### src/rtl/axi_wr_pkg.sv
// axi_wr_pkg: response codes and slave state shared by the AXI-Lite write/read slaves
package axi_wr_pkg;
  typedef enum logic [1:0] {OKAY = 2'b00, EXOKAY = 2'b01, SLVERR = 2'b10, DECERR = 2'b11} resp_t;
  typedef enum logic [1:0] {IDLE, DISPATCH, RESP} state_t;
endpackage

### src/rtl/axi_hold_reg.sv
// axi_hold_reg: one-entry holding register with valid flag, load on handshake, clear on B handshake
module axi_hold_reg #(
  parameter int W = 32
) (
  input  logic         clk,
  input  logic         rst,
  input  logic         load,
  input  logic         clr,
  input  logic [W-1:0] d,
  output logic         full,
  output logic         full_nxt,
  output logic [W-1:0] q
);
  logic [W-1:0] q_d;
  logic         full_q;
  always_comb begin
    full_nxt = clr ? 1'b0 : (load ? 1'b1 : full_q);
    q_d      = load ? d : q;
  end
  always_ff @(posedge clk) begin
    if (rst) begin
      full_q <= 1'b0;
      q      <= '0;
    end else begin
      full_q <= full_nxt;
      q      <= q_d;
    end
  end
  assign full = full_q;
endmodule

### src/rtl/axi_lite_wr_mc_slave.sv
// axi_lite_wr_mc_slave: AXI4-Lite write slave fanning single-word writes out to N_CH TX FIFOs
module axi_lite_wr_mc_slave
  import axi_wr_pkg::*;
#(
  parameter int                DATA_W       = 32,
  parameter int                ADDR_W       = 32,
  parameter int                N_CH         = 4,
  parameter logic [ADDR_W-1:0] BASE_ADDR    = '0,
  parameter int                CH_STRIDE    = 4,
  parameter int                FULL_TIMEOUT = 16
) (
  input  logic                  ACLK,
  input  logic                  ARESET,
  input  logic [ADDR_W-1:0]     AWADDR,
  input  logic                  AWVALID,
  output logic                  AWREADY,
  input  logic [DATA_W-1:0]     WDATA,
  input  logic [DATA_W/8-1:0]   WSTRB,
  input  logic                  WVALID,
  output logic                  WREADY,
  output logic [1:0]            BRESP,
  output logic                  BVALID,
  input  logic                  BREADY,
  input  logic [N_CH-1:0]       ch_full,
  output logic [N_CH-1:0]       ch_wr_en,
  output logic [DATA_W-1:0]     ch_data
);
  localparam int STRB_W = DATA_W / 8;
  localparam int CNT_W  = $clog2(FULL_TIMEOUT + 1);
  localparam int SH     = $clog2(CH_STRIDE);
  localparam int IDX_W  = N_CH > 1 ? $clog2(N_CH) : 1;
  state_t              state_q, state_d;
  resp_t               bresp_q, bresp_d, verdict, resp_sel;
  logic                awready_q, awready_d, wready_q, wready_d, bvalid_q, bvalid_d;
  logic [N_CH-1:0]     wr_en_q, wr_en_d;
  logic [DATA_W-1:0]   data_q, data_d, wdata;
  logic [CNT_W-1:0]    cnt_q, cnt_d;
  logic [STRB_W-1:0]   wstrb;
  logic [ADDR_W-1:0]   addr, off, idx_full;
  logic [IDX_W-1:0]    idx;
  logic                aw_full, aw_full_nxt, w_full, w_full_nxt, b_hs;
  logic                full_sel, timeout, done, do_wr;
  assign b_hs = bvalid_q & BREADY;
  axi_hold_reg #(.W(ADDR_W)) u_aw (
    .clk(ACLK), .rst(ARESET), .load(AWVALID & awready_q), .clr(b_hs),
    .d(AWADDR), .full(aw_full), .full_nxt(aw_full_nxt), .q(addr)
  );
  axi_hold_reg #(.W(DATA_W + STRB_W)) u_w (
    .clk(ACLK), .rst(ARESET), .load(WVALID & wready_q), .clr(b_hs),
    .d({WSTRB, WDATA}), .full(w_full), .full_nxt(w_full_nxt), .q({wstrb, wdata})
  );
  // Decode checks are prioritised: range, alignment, strobes, then FIFO space.
  always_comb begin
    off      = addr - BASE_ADDR;
    idx_full = off >> SH;
    idx      = idx_full[IDX_W-1:0];
    verdict  = (addr < BASE_ADDR || idx_full >= ADDR_W'(N_CH)) ? DECERR :
               ((off & ADDR_W'(CH_STRIDE - 1)) != '0 || !(&wstrb)) ? SLVERR : OKAY;
    full_sel = ch_full[idx];
    timeout  = cnt_q == CNT_W'(FULL_TIMEOUT);
    resp_sel = verdict != OKAY ? verdict : (full_sel ? SLVERR : OKAY);
    do_wr    = state_q == DISPATCH && verdict == OKAY && !full_sel;
    done     = state_q == DISPATCH && (verdict != OKAY || !full_sel || timeout);
  end
  always_comb begin
    state_d = state_q == IDLE     ? ((aw_full_nxt && w_full_nxt) ? DISPATCH : IDLE) :
              state_q == DISPATCH ? (done ? RESP : DISPATCH) :
                                    (b_hs ? IDLE : RESP);
  end
  always_comb begin
    awready_d = state_d == IDLE && !aw_full_nxt;
    wready_d  = state_d == IDLE && !w_full_nxt;
    bvalid_d  = done | (bvalid_q & ~b_hs);
    bresp_d   = done ? resp_sel : bresp_q;
    wr_en_d   = do_wr ? N_CH'(1) << idx : '0;
    data_d    = do_wr ? wdata : data_q;
    cnt_d     = b_hs ? '0 : (state_q == DISPATCH && !timeout) ? cnt_q + 1'b1 : cnt_q;
  end
  always_ff @(posedge ACLK) begin
    if (ARESET) begin
      state_q   <= IDLE;
      awready_q <= 1'b0;
      wready_q  <= 1'b0;
      bvalid_q  <= 1'b0;
      bresp_q   <= OKAY;
      wr_en_q   <= '0;
      data_q    <= '0;
      cnt_q     <= '0;
    end else begin
      state_q   <= state_d;
      awready_q <= awready_d;
      wready_q  <= wready_d;
      bvalid_q  <= bvalid_d;
      bresp_q   <= bresp_d;
      wr_en_q   <= wr_en_d;
      data_q    <= data_d;
      cnt_q     <= cnt_d;
    end
  end
  assign AWREADY  = awready_q;
  assign WREADY   = wready_q;
  assign BVALID   = bvalid_q;
  assign BRESP    = bresp_q;
  assign ch_wr_en = wr_en_q;
  assign ch_data  = data_q;
  // aw_full/w_full are only observed through their next-state view
  logic unused_ok;
  assign unused_ok = aw_full ^ w_full;
endmodule

### config.mk
export PLATFORM = sky130hd
export DESIGN_NAME = axi_lite_wr_mc_slave
export DESIGN_NICKNAME = d
export VERILOG_FILES = /design/src/rtl/axi_wr_pkg.sv /design/src/rtl/axi_hold_reg.sv /design/src/rtl/axi_lite_wr_mc_slave.sv
export SDC_FILE = /design/constraint.sdc
export NUM_CORES = 1
export LEC_CHECK = 0
export ABC_AREA = 1
export CAP_MARGIN = 5
export CORE_MARGIN = 8
export CORE_UTILIZATION = 43
export DETAILED_ROUTE_END_ITERATION = 12
export GPL_ROUTABILITY_DRIVEN = 0
export PLACE_DENSITY = 0.76
export SLEW_MARGIN = 30
export SYNTH_ARGS = -nofsm -noshare
export SYNTH_HDL_FRONTEND = slang
export SYNTH_SLANG_ARGS = --single-unit
### constraint.sdc
create_clock -name ACLK -period 1.45 [get_ports ACLK]
set_input_delay 0.2175 -clock ACLK [delete_from_list [all_inputs] [get_ports ACLK]]
set_output_delay 0.2175 -clock ACLK [all_outputs]
set_load 0.1 [all_outputs]
==> impl_metrics.json, run 1 <==
{
  "status": "finished with violations",
  "violations": "negative setup slack",
  "grt_pass1_wl_mm": 18.6,
  "slew_headroom": 0.791,
  "cts-root-buf": "clkbuf_8",
  "detail-route-antenna-nets": 0,
  "drive_above_1_share": 0.202,
  "pin_count_of_the_biggest_net_entering_global_routing": 60,
  "synth-async-reset-ratio": 0,
  "synth-adder-area-share": 0.00583,
  "synth_ff_type": "dfxtp_1",
  "drv.max_cap_violation_count": 0,
  "placed_cells": 801,
  "cts.sinks": 118,
  "die_width_um": 116,
  "synth_top_cells_by_count": "158 x nor2_1, 118 x dfxtp_1, 96 x nand2_1, 70 x o21ai_0, 41 x nand3_1",
  "ys.warnings.count": 0,
  "ys_top_cells_by_area": "dfxtp_1 55%, nor2_1 14%, nand2_1 8.4%",
  "remaining_drc_errors": 0,
  "postSynthCellCount": 563,
  "grt.overflow.total": 0,
  "power_report.internal_total_mw": 6.77,
  "fmaxAchievable_ghz": 0.609,
  "cellPowerDensity_nw_per_um2": 1280,
  "power.combinational.fraction": 0.114,
  "synth-xor-area-share": 0,
  "tightestPinTransition_ns": 0.314,
  "boundaryPins": 118,
  "floorplan.die_area_um2": 13400,
  "clock_power_share": 0.489,
  "data_arrival_critical_path_ns": 2.09,
  "synth-compound-area-share": 0.100,
  "dpl.hpwl_mm": 7.86,
  "hold_path.class": "in2reg",
  "hold_slack_ns": 0.327,
  "synth_top_family_by_area": "simple AND/OR/NAND/NOR gates",
  "place.port_buffers": 117,
  "wire_per_inst_um": 15.0,
  "synth.ff_latch_count": 118,
  "timing.final.setup_violations": 39,
  "num_antenna_cells": 0,
  "finalHoldViolCount": 0,
  "die_h_um": 116,
  "cp.required_ns": 1.90,
  "synth.cell_area_um2": 4290,
  "drt-pass1-iter-count": 7,
  "htree_levels": 4,
  "via_count_of_the_first_global_routing_pass": 4074,
  "crit_path_capture_type": "flop",
  "vdd_ir_drop_max_uv": 665,
  "clock-skew-final_ns": 0.0112,
  "core_um2": 9730,
  "clk_pin_slew_worst_paths_ns": 0.06,
  "drt_first_iter_violations": 319,
  "routed_wl_mm": 12.6,
  "yosys.area_share.simple": 0.291,
  "critPathKind": "reg2reg",
  "start_util": 0.441,
  "detailedPlace.worstSlack_ns": -0.148,
  "design_area_um2": 6990,
  "ff2ff_setup_slack_ns": -0.19,
  "yosysTopAreaCell": "dfxtp_1",
  "synth_most_common_cell": "nor2_1",
  "dr_total_vias": 4234,
  "cts_made_buffers": 17,
  "avgViaCountPerCell": 5.03,
  "grtUsageTotal": 0.174,
  "count_of_flip_flops_with_a_built_in_enable_after_synthesis": 0,
  "final-max-slew-violation-count": 0,
  "netSwitchingFraction": 0.242,
  "muxShareOfSynthArea": 0,
  "cts_tree": "yes",
  "power.net_switching_mw": 2.17,
  "finalCriticalPeriod_ns": 1.64,
  "p_total_mw": 8.94,
  "setup_slack_ns": -0.191,
  "synthesis.nets": 642,
  "layoutNonFillerInstCount": 841,
  "timing.critical_path.fanout_max": 16,
  "clock_tree.buffer_depth": 2,
  "dpl_cell_area_um2": 6130,
  "cts_hold_buffers": 0,
  "final_nets": 774,
  "unrepaired_setup_endpoints_after_global_routing": "true",
  "floorplan.rows": 36,
  "clock_insertion_delay_worst_skew_ns": 0.51,
  "post_synth.cell_area_avg_um2": 7.62,
  "timing.final.crit_share": 1.13,
  "critPathLaunchType": "flop",
  "leakagePower_nw": 2.95,
  "power_frac_seq": 0.397,
  "synthDominantCellAreaShare": 0.551,
  "antenna_violations_before_repair": 0,
  "synthToLayoutAreaGrowth_pct": 62.8,
  "ys_seq_area_frac": 0.551,
  "synth.distinct_cells": 23
}
-- cells in the final DEF (no fill, tap or decap), types with 4 or more instances in the layout --
cell type / n
nand3_1: 39
nand2_4: 4
clkdlybuf4s50_1: 76
a21oi_1: 13
nand2_2: 12
nor2_2: 6
dfxtp_2: 5
nand2_1: 80
clkbuf_16: 18
dfxtp_1: 111
inv_1: 17
clkinv_4: 7
buf_4: 15
bufinv_16: 4
inv_2: 5
nor2_1: 151
buf_12: 48
o21ai_0: 69
-- path summary, 6_finish.rpt --
kind,from,end,cells past startpoint
min,WDATA[29],u_w.q[29],3
max,u_aw.q[14],ch_data[6],10
min reg2reg,u_w.q[24],ch_data[24],2
max reg2reg,u_aw.q[14],ch_data[6],10
-- power by group through the flow --
stage	clock network [mW]	registers (mW)	logic [mW]
floorplan	0	3.66	0.455
global placement	0	3.60	0.932
detailed placement	0	3.61	0.954
CTS	4.41	3.54	0.981
global route	4.58	3.57	1.12
finish	4.37	3.55	1.02
-- cell type report --
type | instances | area (um2)
fill | 719 | 2740
sequential | 118 | 2380
timing repair buffer | 142 | 1900
multi-input combinational | 392 | 1830
clock buffer | 19 | 432
clock inverter | 13 | 198
tap | 133 | 166
inverter | 24 | 92.6
-- stage by stage --
step                 util  TNS, ns
floorplan               -        0
global placement    0.630    -3.17
detailed placement  0.630    -4.38
CTS                 0.697    -1.70
global route        0.718    -8.35
finish              0.718    -5.45
-- sequential cells by signal, indices dropped and copies added, names as in the netlist --
name       cells
u_w.q         36
ch_data       32
u_aw.q        32
cnt_q          5
ch_wr_en       4
BRESP          2
state_q        2
AWREADY        1
BVALID         1
WREADY         1
u_aw.full      1
u_w.full       1
-- cells by family (layout without fill, tap and decap cells) --
| logic type | Yosys count | in the layout |
|---|---|---|
| compound gates | 85 | 85 |
| fa+ha+maj | 2 | 2 |
| buf+inv | 53 | 198 |
| flops | 118 | 118 |
| simple gates | 305 | 305 |
-- timing repair --
| item | 4_1_cts | 5_1_grt |
|---|---|---|
| setup endpoints to repair | 35 | 46 |
| gates cloned | 0 | 2 |
| setup buffers | 1 | 5 |
| gates resized for setup | 4 | 41 |
| pin swaps | 1 | 7 |
-- critical path, stage by stage (launching register included) --
cell       delay [ns]
dfxtp_1          0.31
nor2_1           0.14
nand2_1          0.07
nor2_1           0.15
nand2_1          0.11
nor2_4           0.14
nand4_4          0.10
nor2_4           0.22
clkbuf_16        0.22
nand2_1          0.06
nand2_1          0.06
-- layer usage --
metal,global-route usage,routed length [um],up-vias
li1,-,-,2070
met1,0.190,4940,2006
met2,0.316,6830,131
met3,0.0406,585,27
met4,0.0743,268,0
met5,0,0,-
(Power assumes the default switching activity.)
==> run 2: changes to the inputs <==
Settings changed: PLACE_DENSITY 0.76 to 0.8.
==> run 2 against run 1 <==
- clock skew down 0.0041 ns
- setup slack better by 0.076 ns
- register-to-register slack better by 0.08 ns
- fmax up 4.9%
- sequential share of layout area up 0.69 points
- sequential power about the same
- die area unchanged
- total power down 4.7%
- flip-flop and latch count unchanged
- the run still ends with negative setup slack left
- via count down 2.9%
- core utilization down 1.3 points
- design area down 1.8%
==> impl_metrics.json, run 2 (same netlist as run 1, synthesis figures left out) <==
{
  "remaining_drc_errors": 0,
  "clk_pin_slew_worst_paths_ns": 0.06,
  "grtUsageTotal": 0.183,
  "drt-pass1-iter-count": 5,
  "cp.required_ns": 1.90,
  "final-max-slew-violation-count": 0,
  "cts_made_buffers": 17,
  "unrepaired_setup_endpoints_after_global_routing": "true",
  "worst_hold_startpoint": "WDATA[28]",
  "die_width_um": 116,
  "routed_wl_mm": 12.2,
  "synthToLayoutAreaGrowth_pct": 59.9,
  "crit-reg2reg-capture": "ch_data[24]",
  "hold_slack_ns": 0.334,
  "whs_endpoint": "u_w.q[28]",
  "cts.sinks": 118,
  "power.combinational.fraction": 0.116,
  "floorplan.rows": 36,
  "place.port_buffers": 117,
  "netSwitchingFraction": 0.254,
  "drv.max_cap_violation_count": 0,
  "via_count_of_the_first_global_routing_pass": 4043,
  "clock_insertion_delay_worst_skew_ns": 0.50,
  "die_h_um": 116,
  "power_report.internal_total_mw": 6.36,
  "hold_path.class": "in2reg",
  "clock-skew-final_ns": 0.00709,
  "fmaxAchievable_ghz": 0.639,
  "largest_register_ff_count": 36,
  "power.net_switching_mw": 2.16,
  "violations": "negative setup slack",
  "vdd_ir_drop_max_uv": 730,
  "pin_count_of_the_biggest_net_entering_global_routing": 44,
  "utilization": 0.705,
  "data_arrival_critical_path_ns": 2.01,
  "layoutNonFillerInstCount": 836,
  "dr_total_vias": 4110,
  "cellPowerDensity_nw_per_um2": 1240,
  "critical-path-top-delay-family": "simple AND/OR/NAND/NOR gates",
  "crit_path_buf_inv_count": 2,
  "clock_power_share": 0.466,
  "drt_first_iter_violations": 223,
  "start_util": 0.441,
  "htree_levels": 4,
  "cpMaxStageDelayCell": "dfxtp_1",
  "floorplan.die_area_um2": 13400,
  "max_flop_register": "u_w.q",
  "crit_path_capture_type": "flop",
  "detail-route-antenna-nets": 0,
  "avgViaCountPerCell": 4.92,
  "clock_tree.buffer_depth": 2,
  "power_frac_seq": 0.417,
  "timing.critical_path.fanout_max": 8,
  "path_cells": "nor2_1 -> nand2_1 -> nor2_1 -> nand2_1 -> nor2_4 -> nand4_4 -> nor2_4 -> buf_12 -> buf_16 -> nand2_2 -> nand2_2",
  "core_um2": 9730,
  "slew_headroom": 0.762,
  "grt.overflow.total": 0,
  "worst_path_largest_cell_delay_ns": 0.31,
  "cells_on_worst_hold_path": 3,
  "num_antenna_cells": 0,
  "depth_of_the_worst_register_to_register_path": 11,
  "placed_cells": 800,
  "dpl.hpwl_mm": 8.21,
  "timing.final.crit_share": 1.08,
  "grt_pass1_wl_mm": 19.2,
  "commonest_cells_after_routing_fill_and_taps_aside": "150 x nor2_1, 107 x dfxtp_1, 82 x nand2_1, 76 x clkdlybuf4s50_1, 68 x o21ai_0",
  "ff2ff_setup_slack_ns": -0.12,
  "critPathLaunchType": "flop",
  "cts_hold_buffers": 0,
  "antenna_violations_before_repair": 0,
  "tightestPinTransition_ns": 0.357,
  "detailedPlace.worstSlack_ns": -0.163,
  "setup_slack_ns": -0.116,
  "finalHoldViolCount": 0,
  "status": "finished with violations",
  "timing.final.setup_violations": 36,
  "critPathKind": "reg2reg",
  "drive_above_1_share": 0.193,
  "cts-root-buf": "clkbuf_8",
  "leakagePower_nw": 2.86,
  "most_common_cell_after_layout_fill_and_taps_aside": "nor2_1",
  "wire_per_inst_um": 14.6,
  "finalCriticalPeriod_ns": 1.57,
  "cts_tree": "yes",
  "boundaryPins": 118,
  "worst_r2r_startpoint": "u_aw.q[10]",
  "final_nets": 769
}
-- run 2: changes by cell type in the layout (fill, tap and decap cells not counted), sizes merged --
| cell | before | now |
|---|---|---|
| clkbuf | 21 | 18 |
| bufinv | 4 | 2 |
| clkinvlp | 1 | 5 |
| clkinv | 8 | 5 |
| buf | 64 | 61 |
| inv | 24 | 26 |
-- run 2: stage by stage --
stage / setup TNS [ns] / total power, mW / area (um2)
CTS: -1.97 / 8.55 / 6810
global placement: -3.13 / 4.52 / 6120
finish: -2.42 / 8.52 / 6860
detailed placement: -4.53 / 4.56 / 6120
global route: -5.48 / 8.87 / 6860
floorplan: 0 / 4.12 / 4300
-- run 2: worst max-delay path by stage --
stage	startpoint	end	slack (ns)	cells after the start
2_1_floorplan	cnt_q[0]	cnt_q[4]	0.05	8
5_1_grt	u_aw.q[30]	ch_data[24]	-0.19	11
4_1_cts	u_aw.q[14]	ch_data[18]	-0.07	11
3_3_place_gp	ch_full[1]	ch_data[0]	-0.10	9
3_5_place_dp	cnt_q[0]	cnt_q[3]	-0.16	8
6_report	u_aw.q[10]	ch_data[24]	-0.12	11
-- run 2: worst reg2reg max path, stage by stage, from the launching register on --
cell	delay [ns]
dfxtp_1	0.31
nor2_1	0.11
nand2_1	0.07
nor2_1	0.12
nand2_1	0.09
nor2_4	0.15
nand4_4	0.10
nor2_4	0.16
buf_12	0.14
buf_16	0.14
nand2_2	0.06
nand2_2	0.05
-- run 2: final cells by class --
cell class                 count  area (um2)
clock buffer                  18         418
clock inverter                14         153
fill                         756        2870
inverter                      24        90.1
multi-input combinational    392        1790
sequential                   118        2380
tap                          133         166
timing repair buffer         137        1860
-- run 2: repair_timing --
action,4_1_cts,5_1_grt
gates cloned,2,0
endpoints found under the hold margin,0,0
endpoints found under the setup margin,45,44
gates resized for setup,12,29
setup buffers,3,0
pin swaps,4,9
-- run 2: per-layer routing --
layer / wire (um) / global-route usage / part of all wire / vias to the layer above
li1: - / - / - / 2056
met1: 4850 / 0.197 / 0.40 / 1925
met2: 6550 / 0.325 / 0.54 / 110
met3: 611 / 0.0558 / 0.050 / 19
met4: 199 / 0.0761 / 0.016 / 0
met5: 0 / 0 / 0 / -
-- run 2: power by group through the flow --
| stage | sequential [mW] | combinational, mW | clock [mW] |
|---|---|---|---|
| 2_1_floorplan | 3.66 | 0.455 | 0 |
| 3_3_place_gp | 3.60 | 0.921 | 0 |
| 3_5_place_dp | 3.61 | 0.949 | 0 |
| 4_1_cts | 3.54 | 0.975 | 4.04 |
| 5_1_grt | 3.57 | 1.10 | 4.20 |
| 6_report | 3.55 | 0.992 | 3.97 |
==> run 3: changes to the inputs <==
Settings changed: CORE_UTILIZATION 43 to 48, PLACE_DENSITY 0.8 to 0.84.
Clock period 1.45 ns to 1.7 ns, I/O delays scaled along.
==> run 3 against run 2 <==
- the flow still finishes with violations (negative setup slack)
- sequential share of layout area rose by 0.35 points
- sequential power fell by 15%
- critical path depth fell by 1
- first-iteration DRC count fell by 1.8%
- global-route usage rose by 1.7 points
- via count rose by 3.3%
- total power fell by 14%
- final cell count fell by 2.8%
- wire length rose by 7.3%
==> impl_metrics.json, run 3 (same netlist as run 1, synthesis figures left out) <==
{
  "status": "finished with violations",
  "violations": "negative setup slack",
  "hold_slack_ns": 0.369,
  "finalHoldViolCount": 0,
  "wire_per_inst_um": 16.1,
  "finalCriticalPeriod_ns": 1.72,
  "num-fill-cells": 568,
  "via_count_of_the_first_global_routing_pass": 4271,
  "routed_wl_mm": 13.1,
  "grtUsageTotal": 0.199,
  "netSwitchingFraction": 0.253,
  "dr_total_vias": 4247,
  "pin_count_of_the_biggest_net_entering_global_routing": 65,
  "commonest_cells_after_routing_fill_and_taps_aside": "152 x nor2_1, 112 x dfxtp_1, 88 x nand2_1, 76 x clkdlybuf4s50_1, 70 x o21ai_0",
  "max_flop_register": "u_w.q",
  "critPathMostFrequentCell": "nand2_1",
  "cpMaxStageDelayCell": "dfxtp_1",
  "critPathLaunchType": "flop",
  "detailedPlace.worstSlack_ns": 0.0428,
  "timing.final.setup_violations": 2,
  "drt_first_iter_violations": 219,
  "timing.final.crit_share": 1.01,
  "antenna_violations_before_repair": 0,
  "critPathKind": "reg2reg",
  "cellPowerDensity_nw_per_um2": 1090,
  "core_um2": 8680,
  "synthToLayoutAreaGrowth_pct": 57.6,
  "vdd_ir_drop_max_uv": 634,
  "die_h_um": 111,
  "final_nets": 771,
  "power_frac_seq": 0.413,
  "start_util": 0.494,
  "leakagePower_nw": 2.83,
  "setup_slack_ns": -0.0234,
  "fmaxAchievable_ghz": 0.580,
  "grt.overflow.total": 0,
  "layout.area.seq_um2": 2370,
  "power_report.internal_total_mw": 5.48,
  "hold_path.class": "in2reg",
  "num_antenna_cells": 0,
  "most_common_cell_after_layout_fill_and_taps_aside": "nor2_1",
  "multi_input_area_um2": 1750,
  "remaining_drc_errors": 0,
  "power.net_switching_mw": 1.86,
  "slew_headroom": 0.760,
  "avgViaCountPerCell": 5.22,
  "drv.max_cap_violation_count": 0,
  "crit_path_capture_type": "flop",
  "clock_tree.buffer_depth": 2,
  "data_arrival_critical_path_ns": 2.17,
  "cts_tree": "yes",
  "clk_pin_slew_worst_paths_ns": 0.06,
  "clock_insertion_delay_worst_skew_ns": 0.51,
  "unrepaired_setup_endpoints_after_global_routing": "true",
  "cts_made_buffers": 17,
  "drt-pass1-iter-count": 5,
  "drive_above_1_share": 0.176,
  "grt_pass1_wl_mm": 20.2,
  "boundaryPins": 118,
  "cts-root-buf": "clkbuf_8",
  "tightestPinTransition_ns": 0.357,
  "clock_power_share": 0.474,
  "power.combinational.fraction": 0.113,
  "htree_levels": 4,
  "cts_hold_buffers": 0,
  "largest_register_ff_count": 36,
  "worst_path_largest_cell_delay_ns": 0.31,
  "place.port_buffers": 117,
  "dpl.hpwl_mm": 8.44,
  "final-max-slew-violation-count": 0,
  "detail-route-antenna-nets": 0,
  "floorplan.die_area_um2": 12200,
  "fin_tns_setup_ns": -0.0352,
  "cp.required_ns": 2.15,
  "path_cells": "nor2_1 -> nand2_1 -> nor2_2 -> nand2_2 -> nor2_4 -> nand4_4 -> nor2_4 -> clkbuf_16 -> nand2_1 -> nand2_1",
  "die_width_um": 111,
  "floorplan.rows": 34,
  "clock-skew-final_ns": 0.00628,
  "timing.critical_path.fanout_max": 8,
  "cts.sinks": 118
}
==> run 3: metal layers <==
| metal | part of all wire | wire length, um | track usage |
|---|---|---|---|
| met3 | 0.063 | 828 | 0.0536 |
| met1 | 0.37 | 4900 | 0.199 |
| met4 | 0.043 | 570 | 0.123 |
| met5 | 0 | 0 | 0 |
| met2 | 0.52 | 6810 | 0.360 |
==> run 3: critical path: cells and delay by family (launching register included) <==
kind	cells	cell delay (ns)
simple gates	9	1.14
flops	1	0.31
buf+inv	1	0.22
==> run 3: layout make-up <==
cell class	count	share of cell area
flip-flops and latches	118	0.351
repair buffers	139	0.270
multi-input cells	392	0.259
clock buffers	19	0.0653
clock inverters	13	0.0220
well taps	108	0.0200
inverters	24	0.0133
==> run 3: path summary, 6_finish.rpt <==
path              startpoint         end  slack, ns  cells after the start
setup / recovery  u_aw.q[24]  ch_data[4]      -0.02                     10
hold / removal     WDATA[23]   u_w.q[23]       0.37                      3
hold reg to reg     u_w.q[6]  ch_data[6]       0.45                      2
setup reg to reg  u_aw.q[24]  ch_data[4]      -0.02                     10
==> run 3: repair_timing <==
action,4_1_cts,5_1_grt
buffers inserted,0,6
setup endpoints to repair,1,9
gates cloned,0,3
resized for setup,2,18
endpoints found under the hold margin,0,0
pin swaps,0,11
==> run 3: power groups by stage <==
| stage | combinational [mW] | sequential [mW] | clock, mW |
|---|---|---|---|
| 6_report | 0.828 | 3.03 | 3.48 |
| 4_1_cts | 0.805 | 3.02 | 3.52 |
| 3_3_place_gp | 0.761 | 3.07 | 0 |
| 5_1_grt | 0.906 | 3.05 | 3.65 |
| 2_1_floorplan | 0.388 | 3.12 | 0 |
| 3_5_place_dp | 0.789 | 3.08 | 0 |
==> run 3: per-stage QoR <==
stage,cells,util,instance area [um2],power [mW]
floorplan,563,-,4290,3.51
global placement,772,0.693,6010,3.83
detailed placement,772,0.693,6010,3.87
CTS,804,0.762,6610,7.35
global route,813,0.779,6760,7.60
finish,813,0.779,6760,7.34
